==> config.mk <==
export PLATFORM = sky130hd
export DESIGN_NAME = sdram_rd_fifo
export DESIGN_NICKNAME = d
export VERILOG_FILES = /design/src/rtl/sdram_pkg.sv /design/src/rtl/sdram_sync_fifo.sv /design/src/rtl/sdram_rd_fifo.sv
export SDC_FILE = /design/constraint.sdc
export NUM_CORES = 1
export LEC_CHECK = 0
export BUFFER_PORTS_ARGS = -buffer_cell sky130_fd_sc_hd__clkbuf_2
export CORE_MARGIN = 5
export CORE_UTILIZATION = 62
export CTS_CLUSTER_DIAMETER = 100
export DETAILED_ROUTE_END_ITERATION = 6
export PLACE_DENSITY = 0.76
export SETUP_SLACK_MARGIN = 0.02
export SYNTH_ARGS = -nofsm -noshare
export SYNTH_HDL_FRONTEND = slang
export SYNTH_HIERARCHICAL = 1
export SYNTH_SLANG_ARGS = --single-unit
export TNS_END_PERCENT = 50
==> constraint.sdc <==
create_clock -name sysclk_100M -period 4.8 [get_ports sysclk_100M]
set_clock_uncertainty 0.1 [all_clocks]
set_input_delay 0.48 -clock sysclk_100M [delete_from_list [all_inputs] [get_ports sysclk_100M]]
set_output_delay 0.48 -clock sysclk_100M [all_outputs]
set_load 0.01 [all_outputs]
==> src/rtl/sdram_pkg.sv <==
// Shared SDRAM definitions: read-side FSM states, command encodings and burst length
// used by the read/write engines and their downstream buffers.
package sdram_pkg;

   typedef enum logic [1:0] {
      ST_IDLE = 2'd0,
      ST_TRIG = 2'd1,
      ST_WAIT = 2'd2
   } rd_state_t;

   // {cs_n, ras_n, cas_n, we_n}
   localparam logic [3:0] CMD_NOP   = 4'b0111;
   localparam logic [3:0] CMD_ACT   = 4'b0011;
   localparam logic [3:0] CMD_READ  = 4'b0101;
   localparam logic [3:0] CMD_WRITE = 4'b0100;
   localparam logic [3:0] CMD_PRE   = 4'b0010;
   localparam logic [3:0] CMD_REF   = 4'b0001;
   localparam logic [3:0] CMD_MRS   = 4'b0000;

   localparam int unsigned BURST_LEN = 4;

endpackage

==> src/rtl/sdram_sync_fifo.sv <==
// Synchronous FIFO with registered head word; level is DEPTH when full, 0 when empty.
// Caller must not pop when empty nor push when full without a simultaneous pop.
module sdram_sync_fifo #(
   parameter int unsigned DATA_W = 16,
   parameter int unsigned DEPTH  = 32,
   localparam int unsigned AW    = $clog2(DEPTH),
   localparam int unsigned LW    = AW + 1
) (
   input  logic              sysclk_100M,
   input  logic              rst_n,
   input  logic              push,
   input  logic              pop,
   input  logic [DATA_W-1:0] din,
   output logic [DATA_W-1:0] dout,
   output logic              full,
   output logic              empty,
   output logic [LW-1:0]     level
);

   logic [DATA_W-1:0] mem [DEPTH];
   logic [AW-1:0]     wr_ptr;
   logic [AW-1:0]     rd_ptr;
   logic [AW-1:0]     rd_ptr_inc;

   assign rd_ptr_inc = rd_ptr + 1'b1;
   assign full       = (level == LW'(DEPTH));
   assign empty      = (level == '0);

   always_ff @(posedge sysclk_100M) begin
      if (push) mem[wr_ptr] <= din;
   end

   always_ff @(posedge sysclk_100M) begin
      if (!rst_n) begin
         wr_ptr <= '0;
         rd_ptr <= '0;
         level  <= '0;
         dout   <= '0;
      end else begin
         if (push) wr_ptr <= wr_ptr + 1'b1;
         if (pop)  rd_ptr <= rd_ptr_inc;
         if (push && !pop)      level <= level + 1'b1;
         else if (!push && pop) level <= level - 1'b1;
         // Head register: next stored word after a pop, or the incoming word when it becomes head.
         if (pop && level > LW'(1))
            dout <= mem[rd_ptr_inc];
         else if (push && (empty || (pop && level == LW'(1))))
            dout <= din;
      end
   end

endmodule

==> src/rtl/sdram_rd_fifo.sv <==
// SDRAM read-data buffer: FIFO + read_trig request FSM, watchdog and sticky error flags.
// Optional statistics counters enabled by defining SDRAM_RD_FIFO_STAT_EN.
module sdram_rd_fifo
   import sdram_pkg::*;
#(
   parameter int unsigned DATA_W    = 16,
   parameter int unsigned DEPTH     = 32,
   parameter int unsigned REQ_WORDS = 12,
   parameter int unsigned TRIG_HOLD = 4,
   parameter int unsigned TIMEOUT   = 1023,
   localparam int unsigned LVL_W    = $clog2(DEPTH) + 1
) (
   input  logic              sysclk_100M,
   input  logic              rst_n,
   input  logic              enable,
   input  logic [DATA_W-1:0] sdram_dq_in,
   input  logic              data_vld,
   output logic              read_trig,
   output logic [DATA_W-1:0] rd_dout,
   output logic              rd_valid,
   input  logic              rd_ready,
   output logic [LVL_W-1:0]  fifo_level,
   output logic              ovf_err,
   output logic              timeout_err
`ifdef SDRAM_RD_FIFO_STAT_EN
   ,
   output logic [31:0]       rx_word_cnt,
   output logic [15:0]       req_cnt
`endif
);

   localparam int unsigned HOLD_W = (TRIG_HOLD > 1) ? $clog2(TRIG_HOLD) : 1;
   localparam int unsigned WORD_W = $clog2(REQ_WORDS + 1);
   localparam int unsigned WD_W   = $clog2(TIMEOUT + 1);

   rd_state_t         state, state_nx;
   logic [HOLD_W-1:0] hold_cnt;
   logic [WORD_W-1:0] word_cnt;
   logic [WD_W-1:0]   wd_cnt;
   logic              full, empty, push, pop, ovf_hit;
   logic              words_done, wd_expire, start_ok;
   logic [LVL_W-1:0]  free_words;

   assign rd_valid   = !empty;
   assign pop        = rd_valid & rd_ready;
   assign push       = data_vld & (!full | pop);
   assign ovf_hit    = data_vld & full & !pop;
   assign free_words = LVL_W'(DEPTH) - fifo_level;
   assign start_ok   = enable && (free_words >= LVL_W'(REQ_WORDS));

   sdram_sync_fifo #(
      .DATA_W (DATA_W),
      .DEPTH  (DEPTH)
   ) u_fifo (
      .sysclk_100M (sysclk_100M),
      .rst_n       (rst_n),
      .push        (push),
      .pop         (pop),
      .din         (sdram_dq_in),
      .dout        (rd_dout),
      .full        (full),
      .empty       (empty),
      .level       (fifo_level)
   );

   always_comb begin
      state_nx   = state;
      words_done = (data_vld && word_cnt >= WORD_W'(REQ_WORDS - 1)) ||
                   (word_cnt >= WORD_W'(REQ_WORDS));
      wd_expire  = (state == ST_WAIT) && !data_vld && (wd_cnt == WD_W'(TIMEOUT - 1));
      case (state)
         ST_IDLE: if (start_ok) state_nx = ST_TRIG;
         ST_TRIG: if (hold_cnt == HOLD_W'(TRIG_HOLD - 1)) state_nx = ST_WAIT;
         ST_WAIT: if (words_done || wd_expire) state_nx = ST_IDLE;
         default: state_nx = ST_IDLE;
      endcase
   end

   always_ff @(posedge sysclk_100M) begin
      if (!rst_n) begin
         state       <= ST_IDLE;
         read_trig   <= 1'b0;
         hold_cnt    <= '0;
         word_cnt    <= '0;
         wd_cnt      <= '0;
         ovf_err     <= 1'b0;
         timeout_err <= 1'b0;
      end else begin
         state     <= state_nx;
         read_trig <= (state_nx == ST_TRIG);
         hold_cnt  <= (state == ST_TRIG && state_nx == ST_TRIG) ? hold_cnt + 1'b1 : '0;
         // Words seen while idle are buffered but never credited to the next group.
         if (state == ST_IDLE)
            word_cnt <= '0;
         else if (data_vld && word_cnt < WORD_W'(REQ_WORDS))
            word_cnt <= word_cnt + 1'b1;
         wd_cnt <= (state == ST_WAIT && !data_vld) ? wd_cnt + 1'b1 : '0;
         if (ovf_hit)   ovf_err     <= 1'b1;
         if (wd_expire) timeout_err <= 1'b1;
      end
   end

`ifdef SDRAM_RD_FIFO_STAT_EN
   always_ff @(posedge sysclk_100M) begin
      if (!rst_n) begin
         rx_word_cnt <= '0;
         req_cnt     <= '0;
      end else begin
         if (data_vld) rx_word_cnt <= rx_word_cnt + 1'b1;
         if (state == ST_IDLE && state_nx == ST_TRIG) req_cnt <= req_cnt + 1'b1;
      end
   end
`endif

endmodule

==> reports/metrics.csv <==
metric,value,unit
p_int,9.17,mW
yosys_most_used_dff,edfxtp_1,
cts_resized,0,
ys_types,49,
leakage,8.00,nW
numCtsBuffers,53,
portBuffers,46,
grt-ovfl-total,0,
startpoint_type,flip-flop,
die_h,200,um
drtIter0Drc,1372,
cts.htree.levels,2,
worst_hold_slack,212,ps
fin_nets,1342,
powerDensity,511,nW/um^2
place_ws,1570,ps
track_usage,0.256,
report.final.hold_viol_count,0,
setup_slack,1460,ps
vias_per_cell,6.51,
die_w,200,um
synthArstFlopShare,0,
syn_inst,1223,
comb_power_share,0.245,
tns,0,ps
synth_seq_cells,565,
ant_nets,0,
area_growth,11.5,%
seqPwrFrac,0.447,
grt_max_degree,71,
cts_root_buf,clkbuf_16,
min_period,3340,ps
layout_commonest_cell,edfxtp_1,
outcome,"finished, final reports clean",
core,35600,um^2
grt_pass1_vias,11800,
drc,0,
arrival,3520,ps
vias,11800,
wl_per_cell,27.3,um
clock-sinks,565,
cts.path.max_buffers,3,
drv_slew,0,
drive_gt1_frac,0.236,
finalSetupViolations,0,
hold_buffers,0,
synth_edf_count,512,
hold_class,in -> reg,
relSlewSlack,0.135,
p_sw_frac,0.278,
drt_first_pass_iters,6,
crit_fanout,12,
post_cts_buffers,0,
cp-endpoint,u_fifo/mem[24][12]$_DFFE_PP_,
ys_warn_count,6,
rows,69,
cp_data_required_time,4970,ps
yosysSeqAreaShare,0.737,
switching_power,3.53,mW
cp-end-kind,flip-flop,
p_clk_frac,0.308,
antenna_cells,0,
syn_avg_cell_area,18.2,um^2
hpwl,28800,um
start_util,0.627,
synth_area,22300,um^2
drt-total-wl,49500,um
grt_setup_unrepaired,false,
finalCritPeriodShare,0.697,
ir_drop,0.000470,V
reg2reg_slack,1460,ps
worstReg2RegEnd,u_fifo/mem[24][12]$_DFFE_PP_,
clk_pin_slew,60,ps
die_area,39800,um^2
fmax,299,MHz
crit_type,reg -> reg,
cts_tree,built,
pin_count,47,
place.gp.congestion,0.829,
grt_pass1_wl,74800,um
critical_path.startpoint,u_fifo/level[0]$_SDFFE_PN0P_,
antenna_found_initial,1,
reg2reg_depth,9,
cap_viol_max_count,0,
worstMarginPinSlew,1290,ps
clk_latency,580,ps
rr_startpoint,u_fifo/level[0]$_SDFFE_PN0P_,
synth_nets,1258,
layout_common_cells,"edfxtp_1, nand2_1, mux4_2",
cell families after synthesis:
| kind of cell | Yosys count | share of synthesized area |
|---|---|---|
| xor gates and xnor gates | 19 | 0.00831 |
| adders and majority gates | 14 | 0.00786 |
| buffers and inverters | 79 | 0.0189 |
| and+or+nand+nor | 329 | 0.0680 |
| muxes | 150 | 0.139 |
| AOI/OAI and AO/OA | 67 | 0.0203 |
| DFF | 565 | 0.737 |
power groups by stage:
stage          clock, mW  sequential, mW  combinational [mW]
3_3_place_gp           0            5.77                3.06
4_1_cts             3.97            5.67                3.13
3_5_place_dp           0            5.77                3.10
5_1_grt             4.21            5.69                3.36
2_1_floorplan          0            5.71                2.39
6_report            3.91            5.67                3.11
synthesized netlist by cell type, types with 16 or more instances:
cell type,number,share of area
a31oi_1,17,0.0048
a32oi_1,16,0.0063
clkbuf_1,25,0.0042
dfxtp_1,53,0.048
edfxtp_1,512,0.69
mux2i_1,22,0.0099
mux4_2,128,0.13
nand2_1,157,0.026
nand3_1,57,0.013
nor2_1,46,0.0077
metal layers:
metal	wire length [um]	vias to the layer above	global-route usage
li1	-	5005	-
met1	18800	6017	0.371
met2	23600	655	0.396
met3	5350	105	0.0599
met4	1730	4	0.0848
met5	31	-	0
critical path, stage by stage (launching register included):
cell      delay, ps
dfxtp_1         500
inv_1           110
ha_1            250
and2_1          150
nand2b_1        160
a21boi_0        190
buf_4           220
nand2_1         250
nor2_1          790
buf_4           310
worst min-delay path by stage:
| stage | startpoint | cells past startpoint | end | slack [ps] |
|---|---|---|---|---|
| 2_1_floorplan | hold_cnt[0]$_SDFF_PN0_ | 1 | hold_cnt[0]$_SDFF_PN0_ | 300 |
| 3_3_place_gp | hold_cnt[0]$_SDFF_PN0_ | 1 | hold_cnt[0]$_SDFF_PN0_ | 310 |
| 3_5_place_dp | hold_cnt[0]$_SDFF_PN0_ | 1 | hold_cnt[0]$_SDFF_PN0_ | 330 |
| 4_1_cts | data_vld | 3 | word_cnt[3]$_SDFFE_PP0P_ | 190 |
| 5_1_grt | data_vld | 3 | word_cnt[3]$_SDFFE_PP0P_ | 220 |
| 6_report | data_vld | 3 | word_cnt[3]$_SDFFE_PP0P_ | 210 |
layout make-up:
class | count | area [um^2]
flip-flops and latches | 565 | 16400
fillers | 2230 | 10700
multi-input cells | 579 | 5530
clock buffers | 82 | 1520
repair buffers | 94 | 628
well taps | 461 | 577
clock inverters | 15 | 104
inverters | 14 | 52.6
flip-flops by register name, summed over array words and instances (netlist names):
register,flops
u_fifo/level,6
u_fifo/mem,512
state,2
read_trig,1
timeout_err,1
ovf_err,1
u_fifo/wr_ptr,5
word_cnt,4
hold_cnt,2
u_fifo/rd_ptr,5
wd_cnt,10
u_fifo/dout,16
per-stage QoR:
step	std cells	area, um^2	utilization	total power [mW]
CTS	1810	24800	0.699	12.8
floorplan	1223	22300	-	8.10
global placement	1713	23200	0.653	8.82
global route	1810	24800	0.699	13.3
finish	1810	24800	0.699	12.7
detailed placement	1713	23200	0.653	8.87
Note: power is estimated with default switching activity, not from simulation.
